## src/rtl/lifo_arb_pkg.sv

```systemverilog
// Purpose : shared op encodings, arbiter FSM states and width helper for lifo_arbiter.
// Latency : n/a (types and constants only).
// Backpr. : n/a.
package lifo_arb_pkg;

    localparam logic OP_PUSH = 1'b0;
    localparam logic OP_POP  = 1'b1;

    typedef enum logic {
        ST_ARB,
        ST_LOCKED
    } arb_state_t;

    // Index width that stays at least one bit for a single-entry vector.
    function automatic int id_width(input int n);
        return (n > 1) ? $clog2(n) : 1;
    endfunction

endpackage

```

## src/rtl/lifo_arbiter_rr_arbiter.sv

```systemverilog
// Purpose : combinational round-robin picker, first set req bit at or above ptr (wrapping).
// Latency : 0 cycles, pure combinational.
// Backpr. : none; gnt is simply empty when no req bit is set.
// Ports   : req[N] candidates, ptr start index, gnt one-hot grant, gnt_idx its index.
module rr_arbiter
    import lifo_arb_pkg::*;
#(
    parameter  int N  = 4,
    localparam int IW = id_width(N)
) (
    input  logic [N-1:0]  req,
    input  logic [IW-1:0] ptr,
    output logic [N-1:0]  gnt,
    output logic [IW-1:0] gnt_idx
);

    logic [2*N-1:0] dbl;
    logic [2*N-1:0] masked;
    logic           found;

    // Doubling the request vector turns the wrap-around scan into a plain
    // lowest-set-bit search above ptr.
    always_comb begin
        dbl     = {req, req};
        masked  = dbl & ({(2*N){1'b1}} << ptr);
        gnt     = '0;
        gnt_idx = '0;
        found   = 1'b0;
        for (int j = 0; j < 2*N; j++) begin
            if (!found && masked[j]) begin
                found      = 1'b1;
                gnt_idx    = IW'(j % N);
                gnt        = '0;
                gnt[j % N] = 1'b1;
            end
        end
    end

endmodule

```

## src/rtl/lifo_arbiter.sv

```systemverilog
// Purpose : shares one LIFO among NUM_REQ requesters with round-robin grant and optional lock bursts.
// Latency : grant/strobes combinational in the request cycle; pop response RD_LATENCY cycles later.
// Backpr. : req_ready withheld from pushers while full, poppers while empty, and non-owners while locked.
// Ports   : clk/rst (sync active-low); req_valid/op/lock/data and req_ready per requester;
//           rsp_valid/id/data pop return; lifo_data_wr/wr_en/rd_en/data_rd/full/empty to the LIFO.
module lifo_arbiter
    import lifo_arb_pkg::*;
#(
    parameter  int NUM_REQ    = 4,
    parameter  int DATA_WIDTH = 8,
    parameter  int RD_LATENCY = 1,
    parameter  int LOCK_MAX   = 8,
    localparam int IDW        = id_width(NUM_REQ)
) (
    input  logic                          clk,
    input  logic                          rst,
    input  logic [NUM_REQ-1:0]            req_valid,
    input  logic [NUM_REQ-1:0]            req_op,
    input  logic [NUM_REQ-1:0]            req_lock,
    input  logic [NUM_REQ*DATA_WIDTH-1:0] req_data,
    output logic [NUM_REQ-1:0]            req_ready,
    output logic                          rsp_valid,
    output logic [IDW-1:0]                rsp_id,
    output logic [DATA_WIDTH-1:0]         rsp_data,
    output logic [DATA_WIDTH-1:0]         lifo_data_wr,
    output logic                          lifo_wr_en,
    output logic                          lifo_rd_en,
    input  logic [DATA_WIDTH-1:0]         lifo_data_rd,
    input  logic                          lifo_full,
    input  logic                          lifo_empty
);

    localparam int CW = $clog2(LOCK_MAX + 1);

    arb_state_t             state, state_n;
    logic [IDW-1:0]         rr_ptr, rr_ptr_n;
    logic [IDW-1:0]         owner, owner_n;
    logic [CW-1:0]          lock_cnt, lock_cnt_n;
    logic [NUM_REQ-1:0]     elig, cand, gnt;
    logic [IDW-1:0]         gnt_idx;
    logic                   hs;
    logic [RD_LATENCY-1:0]  pipe_vld;
    logic [IDW-1:0]         pipe_id [RD_LATENCY];

    function automatic logic [IDW-1:0] next_idx(input logic [IDW-1:0] i);
        return (int'(i) == NUM_REQ - 1) ? '0 : i + 1'b1;
    endfunction

    // While locked only the owner can be picked; rr_ptr is irrelevant then.
    always_comb begin
        elig = '0;
        cand = '0;
        for (int i = 0; i < NUM_REQ; i++) begin
            elig[i] = req_valid[i] & ((req_op[i] == OP_POP) ? !lifo_empty : !lifo_full);
            cand[i] = elig[i] & ((state == ST_ARB) || (int'(owner) == i));
        end
    end

    rr_arbiter #(.N(NUM_REQ)) u_rr (
        .req     (cand),
        .ptr     (rr_ptr),
        .gnt     (gnt),
        .gnt_idx (gnt_idx)
    );

    // gnt only covers valid requesters, so any grant outside reset is a handshake.
    always_comb begin
        hs           = rst & (|gnt);
        req_ready    = rst ? gnt : '0;
        lifo_wr_en   = hs & (req_op[gnt_idx] == OP_PUSH);
        lifo_rd_en   = hs & (req_op[gnt_idx] == OP_POP);
        lifo_data_wr = lifo_wr_en ? req_data[int'(gnt_idx)*DATA_WIDTH +: DATA_WIDTH] : '0;
        // Gated by rst so an in-flight pop never surfaces during reset.
        rsp_valid    = rst & pipe_vld[RD_LATENCY-1];
        rsp_id       = rsp_valid ? pipe_id[RD_LATENCY-1] : '0;
        rsp_data     = rsp_valid ? lifo_data_rd : '0;
    end

    always_comb begin
        state_n    = state;
        rr_ptr_n   = rr_ptr;
        owner_n    = owner;
        lock_cnt_n = lock_cnt;
        unique case (state)
            ST_ARB: begin
                if (hs) begin
                    // With LOCK_MAX==1 the locking handshake is already the last one.
                    if (req_lock[gnt_idx] && (LOCK_MAX > 1)) begin
                        state_n    = ST_LOCKED;
                        owner_n    = gnt_idx;
                        lock_cnt_n = CW'(1);
                    end else begin
                        rr_ptr_n = next_idx(gnt_idx);
                    end
                end
            end
            ST_LOCKED: begin
                if (!req_valid[owner] ||
                    (hs && (!req_lock[owner] || (lock_cnt + CW'(1) == CW'(LOCK_MAX))))) begin
                    state_n    = ST_ARB;
                    lock_cnt_n = '0;
                    rr_ptr_n   = next_idx(owner);
                end else if (hs) begin
                    lock_cnt_n = lock_cnt + CW'(1);
                end
            end
            default: state_n = ST_ARB;
        endcase
    end

    always_ff @(posedge clk) begin
        if (!rst) begin
            state    <= ST_ARB;
            rr_ptr   <= '0;
            owner    <= '0;
            lock_cnt <= '0;
            pipe_vld <= '0;
            for (int i = 0; i < RD_LATENCY; i++) begin
                pipe_id[i] <= '0;
            end
        end else begin
            assert (!(lifo_full && lifo_empty));
            state       <= state_n;
            rr_ptr      <= rr_ptr_n;
            owner       <= owner_n;
            lock_cnt    <= lock_cnt_n;
            pipe_vld[0] <= lifo_rd_en;
            pipe_id[0]  <= gnt_idx;
            for (int i = 1; i < RD_LATENCY; i++) begin
                pipe_vld[i] <= pipe_vld[i-1];
                pipe_id[i]  <= pipe_id[i-1];
            end
        end
    end

endmodule

```

## config.mk

```make
export PLATFORM = sky130hd
export DESIGN_NAME = lifo_arbiter
export DESIGN_NICKNAME = d
export VERILOG_FILES = /design/src/rtl/lifo_arb_pkg.sv /design/src/rtl/lifo_arbiter_rr_arbiter.sv /design/src/rtl/lifo_arbiter.sv
export SDC_FILE = /design/constraint.sdc
export NUM_CORES = 1
export LEC_CHECK = 0
export BUFFER_PORTS_ARGS = -buffer_cell sky130_fd_sc_hd__buf_2
export CAP_MARGIN = 20
export CORE_MARGIN = 5
export CORE_UTILIZATION = 42
export DETAILED_ROUTE_END_ITERATION = 12
export PLACE_DENSITY = 0.77
export SLEW_MARGIN = 5
export SYNTH_ARGS = -nofsm -noshare
export SYNTH_HDL_FRONTEND = slang
export SYNTH_SLANG_ARGS = --single-unit
```

## constraint.sdc

```tcl
create_clock -name clk -period 2.28 [get_ports clk]
set_clock_uncertainty 0.15 [all_clocks]
set_input_delay 0.114 -clock clk [delete_from_list [all_inputs] [get_ports clk]]
set_output_delay 0.114 -clock clk [all_outputs]
set_load 0.1 [all_outputs]
```

# ---- Word level (Yosys, flattened, before mapping)
# Memory sizes are Yosys's and may differ from the RTL's.
# Index checks and enable logic that the tools add are counted.
dict set report word_totals {
  regBits 10
  mem_bits_rw 2
  in_bits 56
  output_inout_bits 25
  word_cells 126
  n_memories 1
}
# memory words word_bits read_ports rd_ports_with_merged_regs wr line
set memory_table {}
lappend memory_table {pipe_id 1 2 1 0 1 lifo_arbiter.sv:43} ;# logic [IDW-1:0] pipe_id [RD_LATENCY];
dict set report op_classes {
  n_addsub 3
  magnitude_cmp 2
  n_eq_ne 10
  n_shift 2
  n_mux 57
  bitwise_logic 15
  n_reduce_logical 31
}
# cell n
set op_table {}
lappend op_table {{2-to-1 mux 4 bit} 12}
lappend op_table {{indexed part select 32 x 6 -> 8 bit} 1}
lappend op_table {{2-to-1 mux 2 bit} 13}
lappend op_table {{2-to-1 mux 1 bit} 23}
lappend op_table {{2-to-1 mux 8 bit} 2}
lappend op_table {{bitwise AND 1 bit} 12}
lappend op_table {{logical NOT 1 bit} 11}
lappend op_table {{AND reduction 3 bit} 3}
lappend op_table {{bitwise AND 8 bit} 1}
lappend op_table {{binary-select mux 1 bit (select 2 bit)} 4}
lappend op_table {{logical AND 1 bit} 8}
lappend op_table {{one-hot mux 4 bit (2 select lines)} 1}
lappend op_table {{<< shifter 8 x 2 -> 8 bit, first input constant} 1}
lappend op_table {{logical OR 1 bit} 6}
lappend op_table {{less-than comparator 2 x 3 -> 1 bit, second input constant} 2}
lappend op_table {{adder 2 x 1 -> 2 bit, second input constant} 2}
lappend op_table {{adder 4 x 1 -> 4 bit, second input constant} 1}
lappend op_table {{== test 2 x 1 -> 1 bit, second input constant} 2}
lappend op_table {{== test 2 bit, second input constant} 2}
lappend op_table {{== test 4 bit, second input constant} 1}
lappend op_table {{inequality test 2 x 1 -> 1 bit, second input constant} 2}
lappend op_table {{inequality test 2 bit, second input constant} 2}
lappend op_table {{one-hot mux 2 bit (2 select lines)} 1}
lappend op_table {{OR reduction 4 bit} 1}
lappend op_table {{5 further kinds} 6}

# ---- Depth between registers and ports, before layout
# Gate-level depths: netlist of the first run.
dict set report depth {
  word_depth 33
  ltp_mapped 12
  mapped_depth_nobuf 9
}

# ---- Hierarchy
# A second synthesis of the first run with hierarchy kept.
dict set report unflattened {
  cells_unflattened 164
  hier_area_um2 1453.9
}
# mod instances cells_per_inst area_per_inst_um2
set by_module_without_submodules {}
lappend by_module_without_submodules {lifo_arbiter 1 133 1257.5}
lappend by_module_without_submodules {rr_arbiter 1 31 196.4}

# ---- Worst setup path before layout of the first run
# Ideal clock, no wire load.
dict set report synth_path {
  path_kind {reg2out}
  start {register owner[0]}
  end {output req_ready[1]}
  t_arrival_ns 5.853
  t_required_ns 2.016
  slack_ns -3.837
  stages_incl_launch_ff 7
  n_path_buf 0
  cell_sequence {dfxtp_1 > inv_1 > ha_1 > nand2b_1 > nand3_2 > nand2_1 > a2111oi_0}
}
dict set report synth_via {
  elab_chain_len 27
  elab_cells_between_ends 42
}
# item line
set synth_rtl {}
lappend synth_rtl {{start: declaration} lifo_arbiter.sv:37} ;# logic [IDW-1:0] owner, owner_n;
lappend synth_rtl {{start signal: assignment} lifo_arbiter.sv:125} ;# owner <= owner_n;
lappend synth_rtl {{logical NOT 2 bit} lifo_arbiter.sv:55} ;# cand[i] = elig[i] & ((state == ST_ARB) || (int'(owner) == i));
lappend synth_rtl {{logical OR 1 bit} lifo_arbiter.sv:55}
lappend synth_rtl {{bitwise AND 1 bit} lifo_arbiter.sv:55}
lappend synth_rtl {{bitwise AND 8 bit *} lifo_arbiter_rr_arbiter.sv:25} ;# masked = dbl & ({(2*N){1'b1}} << ptr);
lappend synth_rtl {{2-to-1 mux 1 bit} lifo_arbiter_rr_arbiter.sv:30} ;# if (!found && masked[j]) begin
lappend synth_rtl {{logical NOT 1 bit} lifo_arbiter_rr_arbiter.sv:30}
lappend synth_rtl {{logical AND 1 bit} lifo_arbiter_rr_arbiter.sv:30}
lappend synth_rtl {{2-to-1 mux 1 bit} lifo_arbiter_rr_arbiter.sv:30}
lappend synth_rtl {{[... 11 more ...]} -}
lappend synth_rtl {{2-to-1 mux 1 bit} lifo_arbiter_rr_arbiter.sv:30}
lappend synth_rtl {{logical NOT 1 bit} lifo_arbiter_rr_arbiter.sv:30}
lappend synth_rtl {{logical AND 1 bit} lifo_arbiter_rr_arbiter.sv:30}
lappend synth_rtl {{2-to-1 mux 1 bit} lifo_arbiter_rr_arbiter.sv:30}
lappend synth_rtl {{logical NOT 1 bit} lifo_arbiter_rr_arbiter.sv:30}
lappend synth_rtl {{logical AND 1 bit} lifo_arbiter_rr_arbiter.sv:30}
lappend synth_rtl {{2-to-1 mux 4 bit *} lifo_arbiter_rr_arbiter.sv:30}
lappend synth_rtl {{2-to-1 mux 4 bit *} lifo_arbiter.sv:69} ;# req_ready = rst ? gnt : '0;
lappend synth_rtl {{end: declaration} lifo_arbiter.sv:21} ;# output logic [NUM_REQ-1:0] req_ready,
# Mark *: on every way between the ends. The rest lies on a longest branch, timed or not.

# ---- Worst setup path in the final report of the first run
dict set report layout_path {
  start {register owner[0]}
  end {output lifo_data_wr[5]}
}
dict set report layout_via {
  elab_chain_len 31
  elab_cells_between_ends 57
}
# item line
set layout_rtl {}
lappend layout_rtl {{logical NOT 2 bit} lifo_arbiter.sv:55}
lappend layout_rtl {{logical OR 1 bit} lifo_arbiter.sv:55}
lappend layout_rtl {{bitwise AND 1 bit} lifo_arbiter.sv:55}
lappend layout_rtl {{bitwise AND 8 bit *} lifo_arbiter_rr_arbiter.sv:25}
lappend layout_rtl {{parallel branches: the longest is 26 deep, another holds 2-to-1 mux 1 bit} -}
lappend layout_rtl {{2-to-1 mux 8 bit *} lifo_arbiter.sv:72} ;# lifo_data_wr = lifo_wr_en ? req_data[int'(gnt_idx)*DATA_WIDTH +: DATA_WIDTH] : '0;
lappend layout_rtl {{end: declaration} lifo_arbiter.sv:25} ;# output logic [DATA_WIDTH-1:0] lifo_data_wr,
# Every way passes the cells marked *. The select of a mux whose other input is x is not followed.

==> impl_metrics.yaml, run 1 <==
status:
  status: "finished, violations left"
  violations: "negative setup slack"
global_routing:
  grt_first_pass_wirelength_mm: 12.1
  grt_usage: 0.295
  grt_max_degree: 25
  grt_pass1_vias: 2510
  grt-ovfl-total: 0
  antenna_found_initial: 0
clock_tree:
  clkLatencyLatePin_ns: 0.26
  cts_root_buffer: "clkbuf_8"
  h-tree-depth: 1
  cts_tree: "done"
  cts_inserted_buffers: 3
  clk_pin_slew_ns: 0.05
  cts.sinks: 12
  cts_buffer_depth: 2
routing:
  drcViolationCount: 0
  avgRoutedWirePerCell_um: 22.3
  drt_iter0_markers: 259
  antenna_left: 0
  routed_wl_mm: 8.91
  first_pass_iters: 5
  via_per_inst: 6.34
  vias: 2534
synth:
  synth_flop_cell: "dfxtp_1"
  yosys_warnings: 0
  yosysSeqAreaShare: 0.149
  synth_edf_count: 0
  syn-cell-area_mm2: 0.00162
  synth-seq-cells: 12
  ys_async_sr_fraction: 0
  synth_top_area_share: 0.149
  synth_cell_types: 52
  synth_cells: 222
  synthTopCellsByArea: "dfxtp_1 (15%), nand2_1 (11%), and3_1 (9.7%), nand3_1 (7.1%), ha_1 (3.9%)"
  syn_nets: 283
  synth_area_per_cell_um2: 7.28
  synth_top_area_cell: "dfxtp_1"
worst_setup_path:
  cp_max_fo: 7
  critPathCaptureType: "output port"
  crit_required_ns: 2.02
  cp.arrival_ns: 2.69
  start_kind: "register"
  crit_type: "reg2out"
sta:
  setup_viol: 24
  fin_crit_sh: 1.29
  holdWs_ns: 0.178
  max_freq_mhz: 339
  maxSlewHeadroom: 0.672
  fin_ws_ns: -0.671
  fin_crit_ns: 2.95
  worstMarginPinSlew_ns: 0.487
  rsz0062_at_grt: "true"
  drv_slew: 0
  hold_viol: 0
floorplan:
  start_util: 0.438
  die_width_um: 72.0
  die-height_um: 72.0
  io-pin-count: 81
  rows: 22
  dieArea_mm2: 0.00519
  core_region_area_mm2: 0.00369
cells_and_area:
  area_delta_synth_final_pct: 99.1
  diodes: 0
  final_common_cell: "buf_2"
  fin_util: 0.873
  nNetsFinal: 414
  final_cell_mix: "buf_2 (66), nand2_1 (43), buf_4 (39), nand3_1 (19), buf_12 (17)"
  drive_above_1_share: 0.616
  final_cell_area_mm2: 0.00322
power_and_ir_drop:
  power_w: 0.00256
  p_per_area_mw_per_mm2: 794
  p_leak_nw: 1.49
  vdd_drop_max_mv: 0.592
flow_run:
  cap_violations: 0
place:
  port_buffers: 80
  dpl_cell_area_mm2: 0.00273
  gp_congestion: 0.912
  dp.final_hpwl_mm: 4.88
hold_path:
  hold_class: "in2reg"
==> final timing paths <==
kind                                                  to  cells after the start                      from  slack, ns
worst max-delay path                     lifo_data_wr[5]                     11     owner[0]$_SDFFE_PN0P_      -0.67
worst min-delay path               owner[1]$_SDFFE_PN0P_                      3                       rst       0.18
worst max register to register    rr_ptr[0]$_SDFFE_PN0P_                     14     owner[1]$_SDFFE_PN0P_      -0.49
worst min register to register  lock_cnt[1]$_SDFFE_PN0P_                      2  lock_cnt[1]$_SDFFE_PN0P_       0.37
==> final cells by class <==
| type | count | area (um^2) |
|---|---|---|
| clock buffers | 4 | 55.1 |
| fillers | 170 | 469 |
| inverters | 8 | 35.0 |
| multi-input cells | 189 | 1660 |
| flip-flops and latches | 12 | 248 |
| well taps | 48 | 60.1 |
| repair buffers | 139 | 1160 |
==> cells in the mapped netlist (all sizes together) (2+ instances only) <==
cell and number:
inv 8, nand4 8, buf 6, nor3 3, nand3 27, a22oi 2, dfxtp 12, a21oi 10
and2 3, a211oi 2, mux4 2, mux2i 7, a2111oi 2, nand2b 5, and4 2, ha 5
o31ai 2, o21ai 6, nor2 5, o22ai 2, clkbuf 7, xor2 2, nor2b 2, nand2 48
and3 26, o211ai 4
==> kinds of logic (layout without fill, tap and decap cells) <==
logic type,after synthesis,count (layout),share of synthesized area
XOR/XNOR,2,2,0.0108
multiplexers,9,9,0.0759
AO/OA/AOI/OAI,40,40,0.197
buffers and inverters,21,151,0.0704
flip-flops,12,12,0.149
AND/OR/NAND/NOR,133,133,0.458
adder cells (fa/ha/maj),5,5,0.0387
==> stage by stage <==
stage	std cells	worst slack [ns]	TNS [ns]
final	400	-0.671	-9.77
after global routing	400	-0.731	-11.33
after CTS	393	-0.488	-5.70
after detailed placement	380	-0.365	-5.54
after global placement	380	-0.295	-4.23
after floorplan	222	-0.723	-6.77
==> registers in the layout (all words and copies together) (netlist names) <==
signal,cells
lock_cnt,4
state,1
owner,2
pipe_id,2
rr_ptr,2
pipe_vld,1
==> what timing repair did <==
| action | 4_1_cts | 5_1_grt |
|---|---|---|
| pin swaps | 11 | 22 |
| endpoints found under the setup margin | 24 | 24 |
| hold buffers | 0 | 0 |
| setup buffers | 10 | 7 |
| gates resized for setup | 31 | 29 |
==> power by group <==
| part | switching (W) | internal [W] |
|---|---|---|
| combinational | 0.00116 | 0.000828 |
| sequential | 0.0000719 | 0.000249 |
| clock | 0.0000922 | 0.000154 |
| total | 0.00133 | 0.00123 |
==> routing by layer <==
metal  global-route usage  share of wire  vias to the layer above
met1                0.302           0.35                     1180
met3               0.0693          0.087                       70
met5                    0              0                        -
met2                0.524           0.49                      204
li1                     -              -                     1080
met4                0.207          0.074                        0
==> worst max-delay path, stage by stage (launching register included) <==
cell and delay (ns):
dfxtp_4 0.42, buf_12 0.12, ha_4 0.12, nand2b_4 0.13, and3_4 0.22, a21oi_4 0.09
or3_4 0.46, o211ai_4 0.26, a21oi_4 0.11, buf_12 0.15, and3_4 0.17, buf_12 0.16
No activity file was read; power rests on OpenSTA's default activity.
==> inputs of run 2 (changes only) <==
--- a/config.mk
+++ b/config.mk
@@ -10,6 +10,7 @@
 export CORE_MARGIN = 5
 export CORE_UTILIZATION = 42
 export DETAILED_ROUTE_END_ITERATION = 12
+export MAX_ROUTING_LAYER = met4
 export PLACE_DENSITY = 0.77
 export SLEW_MARGIN = 5
 export SYNTH_ARGS = -nofsm -noshare
==> impl_metrics.yaml, run 2 (synthesis gave the netlist of run 1 again) <==
status:
  status: "finished, violations left"
  violations: "negative setup slack"
place:
  dp.final_hpwl_mm: 4.88
  port_buffers: 80
  dp_cells: 380
  gp_congestion: 0.927
cells_and_area:
  num-fill-cells: 166
  area_delta_synth_final_pct: 101
  final_cell_mix: "buf_2 (66), nand2_1 (43), buf_4 (40), nand3_1 (19), buf_6 (19)"
  largest_register_ff_count: 4
  final_common_cell: "buf_2"
  largest-register: "lock_cnt"
  final_cells: 404
  diodes: 0
  nNetsFinal: 418
  drive_above_1_share: 0.621
sta:
  setup_viol: 24
  hold_viol: 0
  rsz0062_at_grt: "true"
  fin_crit_ns: 2.96
  fin_ws_ns: -0.678
  worstMarginPinSlew_ns: 0.513
  fin_crit_sh: 1.30
  max_freq_mhz: 338
  drv_slew: 0
  maxSlewHeadroom: 0.660
routing:
  antenna_left: 0
  drcViolationCount: 0
  routed_wl_mm: 8.90
  vias: 2515
  first_pass_iters: 9
  via_per_inst: 6.23
  avgRoutedWirePerCell_um: 22.0
  drt_iter0_markers: 176
clock_tree:
  cts_tree: "done"
  clk_pin_slew_ns: 0.06
  hold_buffers: 0
  cts_inserted_buffers: 3
  cts.sinks: 12
  h-tree-depth: 1
  cts_root_buffer: "clkbuf_8"
  cts_buffer_depth: 2
  clkLatencyLatePin_ns: 0.25
worst_setup_path:
  critPathCaptureType: "output port"
  cp.arrival_ns: 2.69
  cp_max_fo: 7
  crit_type: "reg2out"
  start_kind: "register"
  crit_required_ns: 2.02
floorplan:
  core_region_area_mm2: 0.00369
  die-height_um: 72.0
  die_width_um: 72.0
  rows: 22
  start_util: 0.438
  io-pin-count: 81
  dieArea_mm2: 0.00519
power_and_ir_drop:
  p_leak_nw: 1.51
  power_w: 0.00256
  p_per_area_mw_per_mm2: 787
  vdd_drop_max_mv: 0.592
global_routing:
  grt_usage: 0.304
  grt-ovfl-total: 0
  grt_first_pass_wirelength_mm: 12.1
  grt_pass1_vias: 2497
  antenna_found_initial: 0
  grt_max_degree: 25
flow_run:
  cap_violations: 0
hold_path:
  hold_class: "in2reg"
## run 2: what timing repair did
item                       in CTS  in global routing
gates resized for setup        31                 28
setup endpoints to repair      24                 24
setup buffers                  10                 11
pin swaps                      11                 23
## run 2: layout make-up
type / count / area, um^2 / area share
clock buffers: 4 / 55.1 / 0.0169
inverters: 8 / 35.0 / 0.0108
multi-input cells: 189 / 1650 / 0.508
flip-flops and latches: 12 / 248 / 0.0761
well taps: 48 / 60.1 / 0.0184
repair buffers: 143 / 1200 / 0.370
## run 2: path summary, 6_finish.rpt
path / slack (ns) / start / cells past startpoint / to
setup / recovery: -0.68 / owner[1]$_SDFFE_PN0P_ / 13 / lifo_data_wr[5]
hold / removal: 0.20 / req_lock[0] / 5 / state$_SDFF_PN0_
setup reg to reg: -0.56 / owner[1]$_SDFFE_PN0P_ / 15 / rr_ptr[1]$_SDFFE_PN0P_
hold reg to reg: 0.39 / lock_cnt[1]$_SDFFE_PN0P_ / 2 / lock_cnt[1]$_SDFFE_PN0P_
## run 2: power breakdown
group | internal, W | leakage, nW | switching (W)
Sequential | 0.000248 | 0.0996 | 0.0000695
Clock | 0.000153 | 0.0288 | 0.0000939
Combinational | 0.000848 | 1.38 | 0.00115
## run 2: worst max-delay path, cell delays in order (launching register included)
cell,delay [ns]
dfxtp_4,0.38
inv_4,0.06
ha_4,0.17
nand2b_4,0.14
and4_4,0.17
buf_6,0.12
a222oi_1,0.37
nand2_1,0.16
buf_6,0.17
o211ai_4,0.10
a21oi_4,0.11
buf_12,0.15
and3_4,0.17
buf_12,0.16
## run 2: through the flow
stage / utilization / instance area [um^2] / hold slack, ns / TNS (ns) / setup WS, ns
floorplan: - / 1830 / 0.203 / -6.77 / -0.723
global placement: 0.741 / 2730 / 0.330 / -4.23 / -0.295
detailed placement: 0.741 / 2730 / 0.346 / -5.54 / -0.365
CTS: 0.824 / 3040 / 0.165 / -5.70 / -0.488
global route: 0.883 / 3260 / 0.223 / -13.03 / -0.756
finish: 0.883 / 3260 / 0.201 / -11.54 / -0.678
## run 2: routing by layer
layer	wire, um	track usage
met1	3130	0.312
met2	4370	0.530
met3	738	0.0540
met4	654	0.200
met5	0	-
==> inputs of run 3 (changes only) <==
--- a/config.mk
+++ b/config.mk
@@ -7,11 +7,13 @@
 export LEC_CHECK = 0
 export BUFFER_PORTS_ARGS = -buffer_cell sky130_fd_sc_hd__buf_2
 export CAP_MARGIN = 20
+export CELL_PAD_IN_SITES_DETAIL_PLACEMENT = 1
+export CELL_PAD_IN_SITES_GLOBAL_PLACEMENT = 1
 export CORE_MARGIN = 5
-export CORE_UTILIZATION = 42
+export CORE_UTILIZATION = 28
 export DETAILED_ROUTE_END_ITERATION = 12
 export MAX_ROUTING_LAYER = met4
-export PLACE_DENSITY = 0.77
+export PLACE_DENSITY = 0.76
 export SLEW_MARGIN = 5
 export SYNTH_ARGS = -nofsm -noshare
 export SYNTH_HDL_FRONTEND = slang
==> impl_metrics.yaml, run 3 (synthesis gave the netlist of run 1 again) <==
status:
  status: "finished, violations left"
  violations: "negative setup slack"
routing:
  drt_iter0_markers: 91
  vias: 2425
  via_per_inst: 5.64
  avgRoutedWirePerCell_um: 21.4
  antenna_left: 0
  drcViolationCount: 0
  routed_wl_mm: 9.18
  first_pass_iters: 5
cells_and_area:
  drive_above_1_share: 0.630
  area_delta_synth_final_pct: 105
  largest-register: "lock_cnt"
  final_cells: 430
  largest_register_ff_count: 4
  nNetsFinal: 419
  final_cell_mix: "buf_2 (66), buf_4 (43), nand2_1 (42), nand3_1 (19), buf_6 (18)"
  final_common_cell: "buf_2"
global_routing:
  grt-ovfl-total: 0
  grt_first_pass_wirelength_mm: 13.2
  antenna_found_initial: 1
  grt_usage: 0.230
  grt_pass1_vias: 2570
  grt_max_degree: 16
place:
  gp_congestion: 0.933
  dp.final_hpwl_mm: 5.75
  pre_cts_ws_ns: -0.390
  dp_cells: 407
  port_buffers: 80
clock_tree:
  cts_buffer_depth: 2
  hold_buffers: 0
  cts.sinks: 12
  cts_tree: "done"
  clk_pin_slew_ns: 0.06
  clkLatencyLatePin_ns: 0.26
  h-tree-depth: 1
  cts_root_buffer: "clkbuf_8"
  cts_inserted_buffers: 3
sta:
  fin_ws_ns: -0.578
  setup_viol: 22
  rsz0062_at_grt: "true"
  drv_slew: 0
  hold_viol: 0
  fin_crit_sh: 1.25
  worstMarginPinSlew_ns: 0.501
  fin_crit_ns: 2.86
  max_freq_mhz: 350
  maxSlewHeadroom: 0.668
hold_path:
  hold_class: "in2reg"
  min_from: "rst"
worst_setup_path:
  crit_required_ns: 2.02
  path_cells: "buf_6 > ha_4 > nand2b_4 > and4_4 > a21oi_4 > or3_4 > o211ai_4 > a21oi_4 > buf_12 > and3_4 > buf_12"
  critPathSlowestCell: "or3_4"
  start_kind: "register"
  crit_type: "reg2out"
  critPathCaptureType: "output port"
  regToRegStartpoint: "owner[1]$_SDFFE_PN0P_"
  cp.arrival_ns: 2.59
  cp_top_family: "simple AND/OR/NAND/NOR gates"
  critPathBufInv: 3
  cp_max_fo: 9
  crit_path_start: "owner[0]$_SDFFE_PN0P_"
  slowest_delay_ns: 0.46
power_and_ir_drop:
  p_leak_nw: 1.51
  p_per_area_mw_per_mm2: 782
  vdd_drop_max_mv: 0.398
floorplan:
  rows: 27
  core_region_area_mm2: 0.00557
  die_width_um: 86.0
  io-pin-count: 81
  dieArea_mm2: 0.00739
  die-height_um: 86.0
  start_util: 0.290
flow_run:
  cap_violations: 0
-- run 3: changes by cell type in the layout (fill, tap and decap cells not counted), sizes merged --
cell,delta
buf,+1
diode,+1
-- run 3: repair_timing --
item,CTS,global route
resized for setup,40,35
setup buffers,12,12
pin swaps,23,23
endpoints found under the setup margin,25,25
-- run 3: path summary, 6_finish.rpt --
path / to / slack [ns] / depth (start not counted)
worst min-delay path: lock_cnt[1]$_SDFFE_PN0P_ / 0.11 / 3
worst max-delay path: lifo_data_wr[5] / -0.58 / 11
worst max register to register: rr_ptr[0]$_SDFFE_PN0P_ / -0.52 / 13
worst min register to register: lock_cnt[1]$_SDFFE_PN0P_ / 0.36 / 2
-- run 3: cell type report --
| class | instances | area [um^2] |
|---|---|---|
| Fill cell | 665 | 2250 |
| Multi-Input combinational cell | 189 | 1700 |
| Timing Repair Buffer | 144 | 1190 |
| Sequential cell | 12 | 249 |
| Tap cell | 72 | 90.1 |
| Clock buffer | 4 | 55.1 |
| Inverter | 8 | 35.0 |
| Antenna cell | 1 | 2.50 |
-- run 3: per-stage QoR --
step,utilization,instance area [um^2],hold slack (ns),power [W],TNS (ns)
floorplan,-,1830,0.203,0.00137,-6.77
detailed placement,0.499,2780,0.358,0.00196,-5.97
global route,0.596,3320,0.143,0.00271,-10.18
CTS,0.559,3120,0.115,0.00238,-6.79
finish,0.596,3320,0.109,0.00260,-8.81
global placement,0.499,2780,0.332,0.00192,-4.37
-- run 3: worst min-delay path: stages --
cell     delay [ns]
buf_2          0.19
nand2_1        0.10
mux2i_1        0.06
-- run 3: routing by layer --
metal / vias to the layer above / track usage / routed length, um
met5: - / - / 0
met4: 0 / 0.0921 / 475
met3: 42 / 0.0250 / 521
met2: 133 / 0.410 / 4570
met1: 1155 / 0.261 / 3610
li1: 1095 / - / -
-- run 3: power breakdown --
part           switching, W  total (W)  internal (W)
combinational       0.00118    0.00203      0.000851
sequential        0.0000614   0.000311      0.000249
clock              0.000101   0.000254      0.000154
